## config.mk

```make
export PLATFORM = sky130hd
export DESIGN_NAME = io_bram_stream_reader
export DESIGN_NICKNAME = d
export VERILOG_FILES = /design/src/rtl/io_bram_stream_reader_pkg.sv /design/src/rtl/io_stream_skid2.sv /design/src/rtl/io_bram_stream_reader.sv
export SDC_FILE = /design/constraint.sdc
export NUM_CORES = 1
export LEC_CHECK = 0
export ABC_AREA = 1
export CAP_MARGIN = 20
export CORE_MARGIN = 10
export CORE_UTILIZATION = 47
export CTS_BUF_LIST = sky130_fd_sc_hd__clkbuf_4 sky130_fd_sc_hd__clkbuf_8
export CTS_CLUSTER_SIZE = 8
export DETAILED_ROUTE_END_ITERATION = 8
export PLACE_DENSITY = 0.78
export SYNTH_ARGS = -nofsm -noshare
export SYNTH_HDL_FRONTEND = slang
export SYNTH_SLANG_ARGS = --single-unit
export TNS_END_PERCENT = 30
```

## constraint.sdc

```tcl
create_clock -name Clk -period 3.2 [get_ports Clk]
set_input_delay 0.48 -clock Clk [delete_from_list [all_inputs] [get_ports Clk]]
set_output_delay 0.48 -clock Clk [all_outputs]
set_load 0.05 [all_outputs]
```

## src/rtl/io_bram_stream_reader_pkg.sv

```systemverilog
// Shared IO BRAM geometry and the reader's local FSM encoding.
package io_bram_stream_reader_pkg;

    localparam int IO_BRAM_ADDR_SIZE_BITS_NB = 10;
    localparam int IO_BRAM_WORD_SIZE_BITS_NB = 32;

    // Output buffer depth; also the cap on buffered plus in-flight words.
    localparam int SKID_DEPTH = 2;

    typedef enum logic [1:0] {
        ST_IDLE  = 2'd0,
        ST_READ  = 2'd1,
        ST_DRAIN = 2'd2
    } stream_state_t;

endpackage

```

## src/rtl/io_stream_skid2.sv

```systemverilog
// Two-entry FIFO holding {last, data} words between the BRAM read port and the stream output.
module io_stream_skid2 #(
    parameter int W = 33
) (
    input  logic         Clk,
    input  logic         RESET,
    input  logic         push,
    input  logic         pop,
    input  logic         flush,
    input  logic [W-1:0] push_data,
    output logic [W-1:0] head,
    output logic [1:0]   count
);

    logic       wr_ptr_reg;
    logic       rd_ptr_reg;
    logic [1:0] count_reg;
    logic [W-1:0] slot_data [2];

    genvar gi;
    generate
        for (gi = 0; gi < 2; gi++) begin : g_slot
            logic [W-1:0] slot_reg;

            always_ff @(posedge Clk or posedge RESET) begin
                if (RESET) begin
                    slot_reg <= '0;
                end else if (push && !flush && (wr_ptr_reg == 1'(gi))) begin
                    slot_reg <= push_data;
                end
            end

            assign slot_data[gi] = slot_reg;
        end
    endgenerate

    always_ff @(posedge Clk or posedge RESET) begin
        if (RESET) begin
            wr_ptr_reg <= 1'b0;
            rd_ptr_reg <= 1'b0;
            count_reg  <= 2'd0;
        end else if (flush) begin
            wr_ptr_reg <= 1'b0;
            rd_ptr_reg <= 1'b0;
            count_reg  <= 2'd0;
        end else begin
            if (push) wr_ptr_reg <= ~wr_ptr_reg;
            if (pop)  rd_ptr_reg <= ~rd_ptr_reg;
            count_reg <= count_reg + {1'b0, push} - {1'b0, pop};
        end
    end

    assign head  = slot_data[rd_ptr_reg];
    assign count = count_reg;

endmodule

```

## src/rtl/io_bram_stream_reader.sv

```systemverilog
// Walks the IO BRAM from base_address to upper_limit and streams each word on a valid/ready port.
module io_bram_stream_reader
    import io_bram_stream_reader_pkg::*;
#(
    parameter int ADDR_W = IO_BRAM_ADDR_SIZE_BITS_NB,
    parameter int DATA_W = IO_BRAM_WORD_SIZE_BITS_NB
) (
    input  logic              Clk,
    input  logic              RESET,
    input  logic              start,
    input  logic              abort,
    input  logic [ADDR_W-1:0] base_address,
    input  logic [ADDR_W-1:0] upper_limit,
    output logic              ready,
    output logic [ADDR_W-1:0] BRAM_addr,
    output logic              BRAM_en,
    input  logic [DATA_W-1:0] BRAM_din,
    output logic              m_valid,
    input  logic              m_ready,
    output logic [DATA_W-1:0] m_data,
    output logic              m_last,
    output logic              done,
    output logic              range_err,
    output logic [ADDR_W:0]   word_count
);

    stream_state_t     state_reg, state_next;
    logic [ADDR_W-1:0] addr_reg;
    logic [ADDR_W-1:0] upper_reg;
    logic              inflight_reg;
    logic              inflight_last_reg;
    logic              done_reg;
    logic              range_err_reg;
    logic [ADDR_W:0]   word_count_reg;

    logic [1:0]        fifo_count;
    logic [DATA_W:0]   fifo_head;
    logic [2:0]        budget;
    logic              pop;
    logic              issue;
    logic              issue_last;
    logic              start_ok;
    logic              start_bad;
    logic              abort_act;

    assign abort_act = abort && (state_reg != ST_IDLE);
    assign start_ok  = (state_reg == ST_IDLE) && start && (base_address <= upper_limit);
    assign start_bad = (state_reg == ST_IDLE) && start && (base_address > upper_limit);

    assign m_valid         = (fifo_count != 2'd0);
    assign {m_last, m_data} = fifo_head;
    assign pop             = m_valid && m_ready;

    // Slots committed after this edge if nothing new is issued: the returning word lands
    // and the accepted word leaves. Using the live pop keeps 1 word/cycle under m_ready.
    assign budget     = {1'b0, fifo_count} + {2'b00, inflight_reg} - {2'b00, pop};
    assign issue_last = (addr_reg == upper_reg);
    assign issue      = (state_reg == ST_READ) && !abort && (budget < 3'(SKID_DEPTH));

    assign BRAM_en    = issue;
    assign BRAM_addr  = addr_reg;
    assign ready      = (state_reg == ST_IDLE);
    assign done       = done_reg;
    assign range_err  = range_err_reg;
    assign word_count = word_count_reg;

    always_comb begin
        state_next = state_reg;
        case (state_reg)
            ST_IDLE: begin
                if (start_ok) state_next = ST_READ;
            end
            ST_READ: begin
                if (abort)                    state_next = ST_IDLE;
                else if (issue && issue_last) state_next = ST_DRAIN;
            end
            ST_DRAIN: begin
                if (abort)               state_next = ST_IDLE;
                else if (pop && m_last)  state_next = ST_IDLE;
            end
            default: state_next = ST_IDLE;
        endcase
    end

    always_ff @(posedge Clk or posedge RESET) begin
        if (RESET) begin
            state_reg         <= ST_IDLE;
            addr_reg          <= '0;
            upper_reg         <= '0;
            inflight_reg      <= 1'b0;
            inflight_last_reg <= 1'b0;
            done_reg          <= 1'b0;
            range_err_reg     <= 1'b0;
            word_count_reg    <= '0;
        end else begin
            state_reg         <= state_next;
            inflight_reg      <= issue;
            inflight_last_reg <= issue && issue_last;
            done_reg          <= (state_reg == ST_DRAIN) && !abort && pop && m_last;
            range_err_reg     <= start_bad;

            if (start_ok) begin
                addr_reg       <= base_address;
                upper_reg      <= upper_limit;
                word_count_reg <= '0;
            end else begin
                if (pop) word_count_reg <= word_count_reg + 1'b1;
                // Hold at upper_limit so a full-range walk never wraps back to 0.
                if (issue && !issue_last) addr_reg <= addr_reg + 1'b1;
            end
        end
    end

    io_stream_skid2 #(
        .W(DATA_W + 1)
    ) u_skid (
        .Clk       (Clk),
        .RESET     (RESET),
        .push      (inflight_reg),
        .pop       (pop),
        .flush     (abort_act),
        .push_data ({inflight_last_reg, BRAM_din}),
        .head      (fifo_head),
        .count     (fifo_count)
    );

endmodule

```

# == Word-level counts from Yosys, hierarchy flattened ==
# Index checks and enable logic that the tools add are counted.
# classes
n_addsub,6
order_cmp,4
eq_ne,6
n_mux,18
n_bitwise,3
reduce_logical,27
# op_table
operator,n
$mux W33,3
$mux W11,2
$mux W10,2
$logic_and A1 B1 Y1,16
$mux W2,6
$reduce_bool A2 Y1,6
$add A11 B1 Y11 const B,1
$add A10 B1 Y10 const B,1
$eq A10 B10 Y1,1
$gt A10 B10 Y1,1
$le A10 B10 Y1,1
$pmux W2 S3,1
$mux W1,4
$add A2 B1 Y3,1
$logic_not A1 Y1,3
$lt A3 B2 Y1 const B,1
$ne A3 B2 Y1 const B,1
$ne A3 B3 Y1 const B,1
$reduce_and A3 Y1,1
$sub A3 B1 Y3,1
$add A2 B1 Y2,1
$eq A2 B1 Y1 const B,1
$eq A2 B2 Y1 const B,1
$ge A2 B2 Y1 const B,1
other kinds (5),6
# word_totals
ff_bits,107
inputBits,57
out_inout_bits,59

# == Logic depth before layout (Yosys ltp) ==
# Gate-level depths: netlist of run 1.
# depth
word_depth,9
depth_mapped,17
depth_no_buf,17

# == Hierarchy ==
# Synthesis of run 1 repeated with hierarchy kept, for this count alone.
# unflattened
hier_cells,637
area_unflattened_um2,5626.6
# by_module_without_submodules
module,instances,cells_per_inst,area_each_um2
io_stream_skid2,1,309,3165.5
io_bram_stream_reader,1,328,2461.1

# == Worst setup path after synthesis of run 1 ==
# OpenSTA, ideal clock, no wires.
# synth_path
kind,reg-to-reg
startpoint,"reg u_skid.count_reg[1], in the netlist u_skid.count[1]"
endpoint,"reg addr_reg[8], in the netlist BRAM_addr[8]"
t_arrival_ps,2906
t_required_ps,3082
setup_slack_ps,176
path_stages_with_launch,17
n_path_buf,0
period_less_slack_ps,3024
path_cell_list,dfrtp_1 -> inv_2 -> nand2_2 -> nand2_2 -> inv_1 -> nand2_1 -> o21ai_0 -> ha_1 -> inv_1 -> fa_1 -> nand2_1 -> a211oi_4 -> nand2_2 -> nand2_4 -> inv_4 -> nand2_1 -> nand2_1
# synth_via
elab_chain_cells,7
# synth_lines
element,line,source
"start, declared",io_stream_skid2.sv:17,logic [1:0] count_reg;
"start signal, assigned",io_stream_skid2.sv:49,"count_reg <= count_reg + {1'b0, push} - {1'b0, pop};"
$reduce_bool A2 Y1,io_bram_stream_reader.sv:50,assign m_valid = (fifo_count != 2'd0);
via m_valid,io_bram_stream_reader.sv:18,"output logic m_valid,"
$logic_and A1 B1 Y1,io_bram_stream_reader.sv:52,assign pop = m_valid && m_ready;
$sub A3 B1 Y3,io_bram_stream_reader.sv:56,"assign budget = {1'b0, fifo_count} + {2'b00, inflight_reg} - {2'b00, pop};"
$lt A3 B2 Y1,io_bram_stream_reader.sv:58,assign issue = (state_reg == ST_READ) && !abort && (budget < 3'(SKID_DEPTH));
$logic_and A1 B1 Y1,io_bram_stream_reader.sv:58,
via BRAM_en,io_bram_stream_reader.sv:16,"output logic BRAM_en,"
$logic_and A1 B1 Y1,io_bram_stream_reader.sv:109,if (issue && !issue_last) addr_reg <= addr_reg + 1'b1;
$reduce_bool A2 Y1 (no line),--,
"end signal, assigned",io_bram_stream_reader.sv:103,addr_reg <= base_address;
"end signal, assigned",io_bram_stream_reader.sv:109,
"end, declared",io_bram_stream_reader.sv:28,logic [ADDR_W-1:0] addr_reg;
# The timed path passes the listed nets, and every way through them passes these cells.
# A chain may end at the register's enable or synchronous reset.

# == Worst setup path after layout of run 1 ==
# layout_path
startpoint,in m_ready
endpoint,out BRAM_en
# layout_via
elab_chain_cells,4
# layout_lines
element,line,source
"start, declared",io_bram_stream_reader.sv:19,"input logic m_ready,"
$logic_and A1 B1 Y1,io_bram_stream_reader.sv:52,
$sub A3 B1 Y3,io_bram_stream_reader.sv:56,
$lt A3 B2 Y1,io_bram_stream_reader.sv:58,
$logic_and A1 B1 Y1,io_bram_stream_reader.sv:58,
"end, declared",io_bram_stream_reader.sv:16,
# Every way passes these cells.

==> results of run 1 <==
## critical path, stage by stage
cell and delay, ns:
sky130_fd_sc_hd__clkdlybuf4s50_1 0.49, sky130_fd_sc_hd__nand2_2 0.06, sky130_fd_sc_hd__inv_1 0.06, sky130_fd_sc_hd__nand2_1 0.06, sky130_fd_sc_hd__o21ai_0 0.08, sky130_fd_sc_hd__ha_1 0.17
sky130_fd_sc_hd__inv_1 0.05, sky130_fd_sc_hd__fa_1 0.50, sky130_fd_sc_hd__nand2_1 0.10, sky130_fd_sc_hd__a211oi_4 0.33, sky130_fd_sc_hd__buf_12 0.18
## per-stage QoR
stage               area, um^2  setup slack [ns]
floorplan                 5439            0.1761
global placement          6633          0.006244
detailed placement        6633          -0.04160
CTS                       6838            0.1663
global route              6865           0.04051
finish                    6865            0.1553
## worst max-delay path by stage
| stage | from | end | slack (ns) | depth (start not counted) |
|---|---|---|---|---|
| floorplan | u_skid.count[1]$_DFF_PP0_ | BRAM_addr[8]$_DFFE_PP0P_ | 0.18 | 16 |
| global placement | m_ready | BRAM_en | 0.006 | 11 |
| detailed placement | m_ready | BRAM_en | -0.04 | 11 |
| CTS | m_ready | BRAM_en | 0.17 | 11 |
| global route | m_ready | BRAM_en | 0.04 | 11 |
| finish | m_ready | BRAM_en | 0.16 | 11 |
## cell type report
type	count	area, um^2	area share, %
inverter	98	374.1	5.449
multi-input combinational	466	2236	32.57
clock buffer	11	145.1	2.114
timing repair buffer	127	1201	17.50
clock inverter	5	52.55	0.7654
tap	143	178.9	2.606
sequential	107	2678	39.00
## per-layer routing
metal	vias up	global-route usage [%]	wire length (um)
met5	-	0	0
met4	0	4.488	148
met3	9	5.294	1203
met2	150	26.02	6175
met1	2211	19.95	5561
li1	2357	-	-
## cell families after synthesis
logic type	synth area share, %
AO/OA/AOI/OAI	8.379
flip-flops	49.26
adder cells (fa/ha/maj)	3.361
AND/OR/NAND/NOR	27.46
XOR/XNOR	1.934
buffers and inverters	9.599
## what timing repair did
| item | in CTS | in global routing |
|---|---|---|
| endpoints found under the setup margin | 1 | 0 |
| setup buffers | 1 | 0 |
| endpoints found under the hold margin | 0 | 0 |
## layout by cell type (no fill, tap or decap), types with 2 or more instances in the layout
cell and n:
sky130_fd_sc_hd__nand2_2 6, sky130_fd_sc_hd__clkinvlp_4 2, sky130_fd_sc_hd__nor3b_2 2, sky130_fd_sc_hd__ha_1 13
sky130_fd_sc_hd__nand3_1 31, sky130_fd_sc_hd__buf_4 43, sky130_fd_sc_hd__clkdlybuf4s50_1 81, sky130_fd_sc_hd__xor2_1 8
sky130_fd_sc_hd__a21oi_1 5, sky130_fd_sc_hd__inv_1 91, sky130_fd_sc_hd__nor3_1 4, sky130_fd_sc_hd__clkinv_2 3
sky130_fd_sc_hd__nand4_1 3, sky130_fd_sc_hd__o21ai_0 78, sky130_fd_sc_hd__dfrtp_1 107, sky130_fd_sc_hd__nand2_1 267
sky130_fd_sc_hd__buf_12 2, sky130_fd_sc_hd__clkbuf_8 10, sky130_fd_sc_hd__inv_2 4, sky130_fd_sc_hd__nor2_2 6
sky130_fd_sc_hd__nand3b_1 2, sky130_fd_sc_hd__nor2_1 20, sky130_fd_sc_hd__xnor2_1 4, sky130_fd_sc_hd__nand3_2 2
sky130_fd_sc_hd__or2_2 2
## report_power, final
part	internal [mW]	total (mW)	switching [mW]
clock	0.389	0.832	0.443
combinational	1.04	3.20	2.17
sequential	1.81	2.16	0.350
==> impl_summary.md, run 1 <==
Run status
The run finished with clean final reports.

Worst setup path
Across all register-to-register paths, the minimum setup slack is 0.51 ns. The worst-case reg-to-reg path depth is 17. For the worst setup path, the data required time is 2.72 ns. STA classifies the critical path endpoint as an output port. The endpoint identified for the worst register-to-register timing path is BRAM_addr[6]$_DFFE_PP0P_. Along the worst path, the maximum fanout reaches 2. The critical path launch point type is an input pin. The type of the worst setup path is in2out. The worst register-to-register path begins at u_skid.count[1]$_DFF_PP0_.

For the worst setup path, the data arrival time is 2.56 ns.

Routing
Summing over every cut layer, the via total after detailed routing is 4727. The violation count after the first detailed-routing iteration is 321. The final antenna-violating net count is 0.

The first-pass iteration count of the detailed router is 5. The average wire per standard cell is 13.68 um. For this run, design rule violations remaining after detail routing come to 0.

The mean number of vias per cell is 4.939. Wires add up to 13.09 mm.

STA
The number of endpoints with negative hold slack in the final report was 0. For the pin with the worst max-slew slack, the measured transition is 0.5820 ns. For the final database, setup skew stands at 0.01106 ns. The time the worst path needs with I/O delays and setup is 3.045 ns. Summed over all failing endpoints, the final setup total negative slack is 0 ns. The worst hold margin is 0.3970 ns. The total count of max-transition violations in the final report is 0. Setup repair after global routing left no endpoint under its margin.

The number of endpoints failing setup at the final stage is 0. In this run the tightest slew margin relative to its limit is 61.20%. The fmax is 328.4 MHz. After layout, the worst path uses 95.15% of the clock period.

Layout
Counting the fill cells in the layout gives 1019. The post-route netlist has 11.18% of its cells at a drive strength greater than 1. The register with the most flip-flops in the layout has 66 of them. From synthesis to final layout, the design area changed by 26.31%. The utilization of the core after routing is 60.38%. The repair_antennas step left the layout with diodes totalling 0.

The net total in the final layout is 880. The count of cells in the finished layout, fillers not included, comes to 957.

Synth
The synthesized design spends more area on one cell type than any other, namely sky130_fd_sc_hd__dfrtp_1. The cell area after synthesis is 5435 um^2. Ranked by instance count, the synthesized netlist is headed by sky130_fd_sc_hd__nand2_1, sky130_fd_sc_hd__dfrtp_1, sky130_fd_sc_hd__inv_1. The count of flip-flops with a built-in enable after synthesis is 0. The proportion of netlist area held by the largest area contributor is 49.26%. The synthesized netlist contains 39 unique library cells. The commonest register cell after synthesis is sky130_fd_sc_hd__dfrtp_1. Ranked by total cell area, the synthesized netlist is headed by sky130_fd_sc_hd__dfrtp_1, sky130_fd_sc_hd__nand2_1, sky130_fd_sc_hd__o21ai_0. The sequential fraction of the synthesis area is 49.26%. In the post-synthesis netlist, the cell with the most instances is sky130_fd_sc_hd__nand2_1. In this run, synthesis produced a sequential element count of 107. Synthesis handed over a netlist of 698 instances. The proportion of synthesized flip-flops having asynchronous set or reset is 100.0%. The number of nets handed over by synthesis was 769. Yosys printed 0 warnings. In this run the mean area of a mapped cell was 7.787 um^2.

Power and ir drop
The power per standard cell area is 902.9 nW/um^2. The maximum vdd ir drop is 0.6171 mV. For this design the static power due to leakage is 3.587 nW. The final total power is 6.199 mW.

CTS
Clock latency on the worst-skew pair, taken at its later pin, is 0.36 ns. The number of hold buffers added after cts is 0. The buffer depth of the longest clock path is 2.

In this run the clock root is driven by a sky130_fd_sc_hd__clkbuf_8. Post-CTS repair changed the size of 0 cells. Clock-pin slew was measured on the worst setup and hold paths at 0.09 ns.

The clock buffer count from CTS is 9. In this run the number of H-tree levels came out at 3. The TritonCTS sink count is 107. The TritonCTS clock tree is built.

Global route
The number of antenna violations at the first check in global routing is 0. The global-route wire length before repair is 21.96 mm. The number of global-route vias before repair came to 4758. The total overflow left after global routing is 0. The largest net degree at the start of global routing is 65. The overall track demand over capacity in global routing is 16.03%.

Floorplan
The starting utilization of the core area is 47.80%. The total die area is 16270 um^2. From bottom edge to top edge, the die measures 127.5 um.

The floorplan step defined a core boundary enclosing 11370 um^2. 116 I/O pins were placed. The number of rows created at floorplan is 39. The die outline width is 127.5 um.

Hold path
The worst min-delay path category is in2async.

Placed design
The cell count after placement is 939. The number of port buffers is 115. The detailed placement HPWL is 9.579 mm. At the end of routability-driven placement, the weighted congestion stood at 0.7815.

Flow run
Across the run, the number of max-cap violations was 0.
No activity file was read; power rests on OpenSTA's default activity.
==> run 2, diff against run 1 <==
--- a/config.mk
+++ b/config.mk
@@ -13,6 +13,7 @@
 export CTS_CLUSTER_SIZE = 8
 export DETAILED_ROUTE_END_ITERATION = 8
 export PLACE_DENSITY = 0.78
+export REMOVE_ABC_BUFFERS = 1
 export SYNTH_ARGS = -nofsm -noshare
 export SYNTH_HDL_FRONTEND = slang
 export SYNTH_SLANG_ARGS = --single-unit
==> impl_summary.md, run 2 (synthesized netlist as in run 1, its figures left out) <==
Floorplan
The starting utilization of the core area is 47.80%. For this design the top-level I/O count stands at 116. The vertical die dimension is 127.5 um. In this run the horizontal extent of the chip is 127.5 um. The die covers 16270 um^2. The number of rows created at floorplan is 39.

After floorplanning, the core was sized to cover 11370 um^2.

Routing
The violation count after the first detailed-routing iteration is 366. The average wire per standard cell is 14.08 um. The first-pass iteration count of the detailed router is 4.

The final route contains 4777 vias. The final antenna-violating net count is 0. The routed design has 13.51 mm of wire.

For this run, design rule violations remaining after detail routing come to 0. The mean number of vias per cell is 4.981.

Worst setup path
STA classifies the critical path endpoint as an output port. In this run the worst path has a maximum fanout of 3. The worst setup path is of the reg2out kind. STA puts the critical path data arrival time at 2.56 ns.

The worst endpoint required time is 2.72 ns. The worst register-to-register path has a depth of 17. The worst setup path is launched from a flop.

CTS
TritonCTS built the clock tree. The H-tree depth is 3. The TritonCTS sink count is 107.

The buffer depth of the longest clock path is 2. The source-to-sink clock delay at the later pin of the worst-skew pair is 0.36 ns. Clock-pin slew was measured on the worst setup and hold paths at 0.10 ns.

The clock buffer count from CTS is 9. For this design, the CTS-stage hold fixing added 0 buffers. The root cell of the clock tree is sky130_fd_sc_hd__clkbuf_8.

STA
Setup violations remaining at the end of the flow were counted as 0. Setup repair after global routing left no endpoint under its margin. The time the worst path needs with I/O delays and setup is 3.039 ns.

At the pin with the least slew margin, the transition time is 0.6482 ns. Adding up every negative setup slack in the final design gives 0 ns. After layout, the worst path uses 94.97% of the clock period. The total count of max-transition violations in the final report came to 0. Based on the critical path, the design can be clocked at up to 329.0 MHz. The worst pin sits at a relative slew slack of 56.78%. The number of endpoints with negative hold slack in the final report came to 0.

The clock skew after layout is 0.006732 ns.

Hold path
The worst min-delay path category is reg2reg. The number of cells on the worst hold path is 2.

Power and ir drop
The worst-case IR drop observed on VDD is 0.6777 mV. For this design the total switching power over the nets is 3.003 mW. The combinational group share of total power is 51.9%. Total power for the finished layout comes to 6.275 mW. The power share of the clock group is 13.6%. The internal power is 3.272 mW. The power per standard cell area is 910.0 nW/um^2. In this run, flip-flops and latches consume 34.5% of the power.

For this design the static power due to leakage is 3.601 nW. Net switching is 47.86% of the power.

Layout
The number of flip-flops in the largest register is 66. The antenna diode count is 0. The most common cell after layout, fill and taps aside is sky130_fd_sc_hd__nand2_1. The net count of the finished layout is 882.

In the final layout, the share of cells above drive strength 1 is 11.64%. The filler cell count is 975. In the layout the commonest cells are sky130_fd_sc_hd__nand2_1, sky130_fd_sc_hd__dfrtp_1, sky130_fd_sc_hd__inv_1, sky130_fd_sc_hd__clkdlybuf4s50_1, sky130_fd_sc_hd__o21ai_0. The finished layout holds 959 standard cells, fillers aside. The area growth from synthesis to layout is 26.86%.

Global route
The number of antenna violations at the first check in global routing came to 0. The first global-routing pass estimated 22.14 mm of wire. The overall track demand over capacity in global routing is 16.38%. The total overflow reported by the global router is 0. The largest net degree at the start of global routing is 65. The number of global-route vias before repair came to 4657.

Placed design
The congestion estimate from routability-driven global placement came to 0.7917. The detailed placement HPWL is 9.798 mm. In this run, placement finished with an instance count of 938. The number of port buffers is 115.

Run status
The flow ran to the end, and the final reports show no timing, DRC or antenna violations.

Flow run
The tool flagged a number of max-cap violations equal to 0.
==> run 2: cell types whose count changed in the layout (fill, tap and decap cells not counted), sizes merged <==
cell | previous run | this run
buf | 46 | 48
dlymetal6s2s | 0 | 1
inv | 96 | 98
clkinv | 4 | 1
clkdlybuf4s50 | 81 | 80
clkinvlp | 2 | 3
==> run 2: layout make-up <==
cell class | count | area, um^2 | area share, %
clock buffer | 11 | 145.1 | 2.105
clock inverter | 5 | 61.31 | 0.8891
inverter | 98 | 372.9 | 5.407
multi-input combinational | 466 | 2241 | 32.50
sequential | 107 | 2678 | 38.83
tap | 143 | 178.9 | 2.595
timing repair buffer | 129 | 1219 | 17.67
==> run 2: layer usage <==
metal	up-vias	part of all wire (%)	GRT usage [%]
li1	2369	-	-
met1	2234	43	20.76
met2	160	47	26.53
met3	14	9.1	4.632
met4	0	0.99	5.023
met5	-	0	0
==> run 2: critical path, stage by stage (launching register included) <==
cell and delay [ns]:
sky130_fd_sc_hd__dfrtp_1 0.37, sky130_fd_sc_hd__inv_2 0.07, sky130_fd_sc_hd__nand2_2 0.08, sky130_fd_sc_hd__nand2_2 0.07, sky130_fd_sc_hd__inv_1 0.07, sky130_fd_sc_hd__nand2_1 0.06, sky130_fd_sc_hd__o21ai_0 0.09, sky130_fd_sc_hd__ha_2 0.20
sky130_fd_sc_hd__inv_1 0.05, sky130_fd_sc_hd__fa_1 0.54, sky130_fd_sc_hd__nand2_2 0.08, sky130_fd_sc_hd__a211oi_4 0.34, sky130_fd_sc_hd__buf_12 0.19
==> run 2: what timing repair did <==
action                                  4_1_cts  5_1_grt
endpoints found under the setup margin        0        1
resized for setup                             0        3
setup buffers                                 0        4
==> run 2: path summary, 6_finish.rpt <==
| kind | startpoint | endpoint | slack [ns] |
|---|---|---|---|
| min reg2reg | u_skid.g_slot[0].slot_reg[15]$_DFFE_PP0P_ | u_skid.g_slot[0].slot_reg[15]$_DFFE_PP0P_ | 0.49 |
| min in group asynchronous | RESET | u_skid.g_slot[0].slot_reg[2]$_DFFE_PP0P_ | 0.55 |
| min | u_skid.g_slot[0].slot_reg[15]$_DFFE_PP0P_ | u_skid.g_slot[0].slot_reg[15]$_DFFE_PP0P_ | 0.49 |
| max | u_skid.count[1]$_DFF_PP0_ | BRAM_en | 0.16 |
| max reg2reg | u_skid.count[1]$_DFF_PP0_ | BRAM_addr[0]$_DFFE_PP0P_ | 0.47 |
| max in group asynchronous | RESET | u_skid.g_slot[1].slot_reg[23]$_DFFE_PP0P_ | 1.90 |
==> run 2: power by group through the flow <==
stage	logic, mW	clock network, mW	registers, mW
after floorplan	1.91	0	2.41
after global placement	3.13	0	2.16
after detailed placement	3.20	0	2.18
after CTS	3.21	0.879	2.16
after global routing	3.56	0.933	2.23
final	3.26	0.854	2.16
==> run 2: through the flow <==
step	setup WS, ns	area (um^2)	hold WS [ns]	util (%)
2_1_floorplan	-0.09724	5284	0.4529	-
3_3_place_gp	0.1743	6624	0.4655	58.26
3_5_place_dp	0.08634	6624	0.4729	58.26
4_1_cts	0.1316	6830	0.4979	60.07
5_1_grt	0.01888	6895	0.5176	60.65
6_report	0.1608	6895	0.4931	60.65
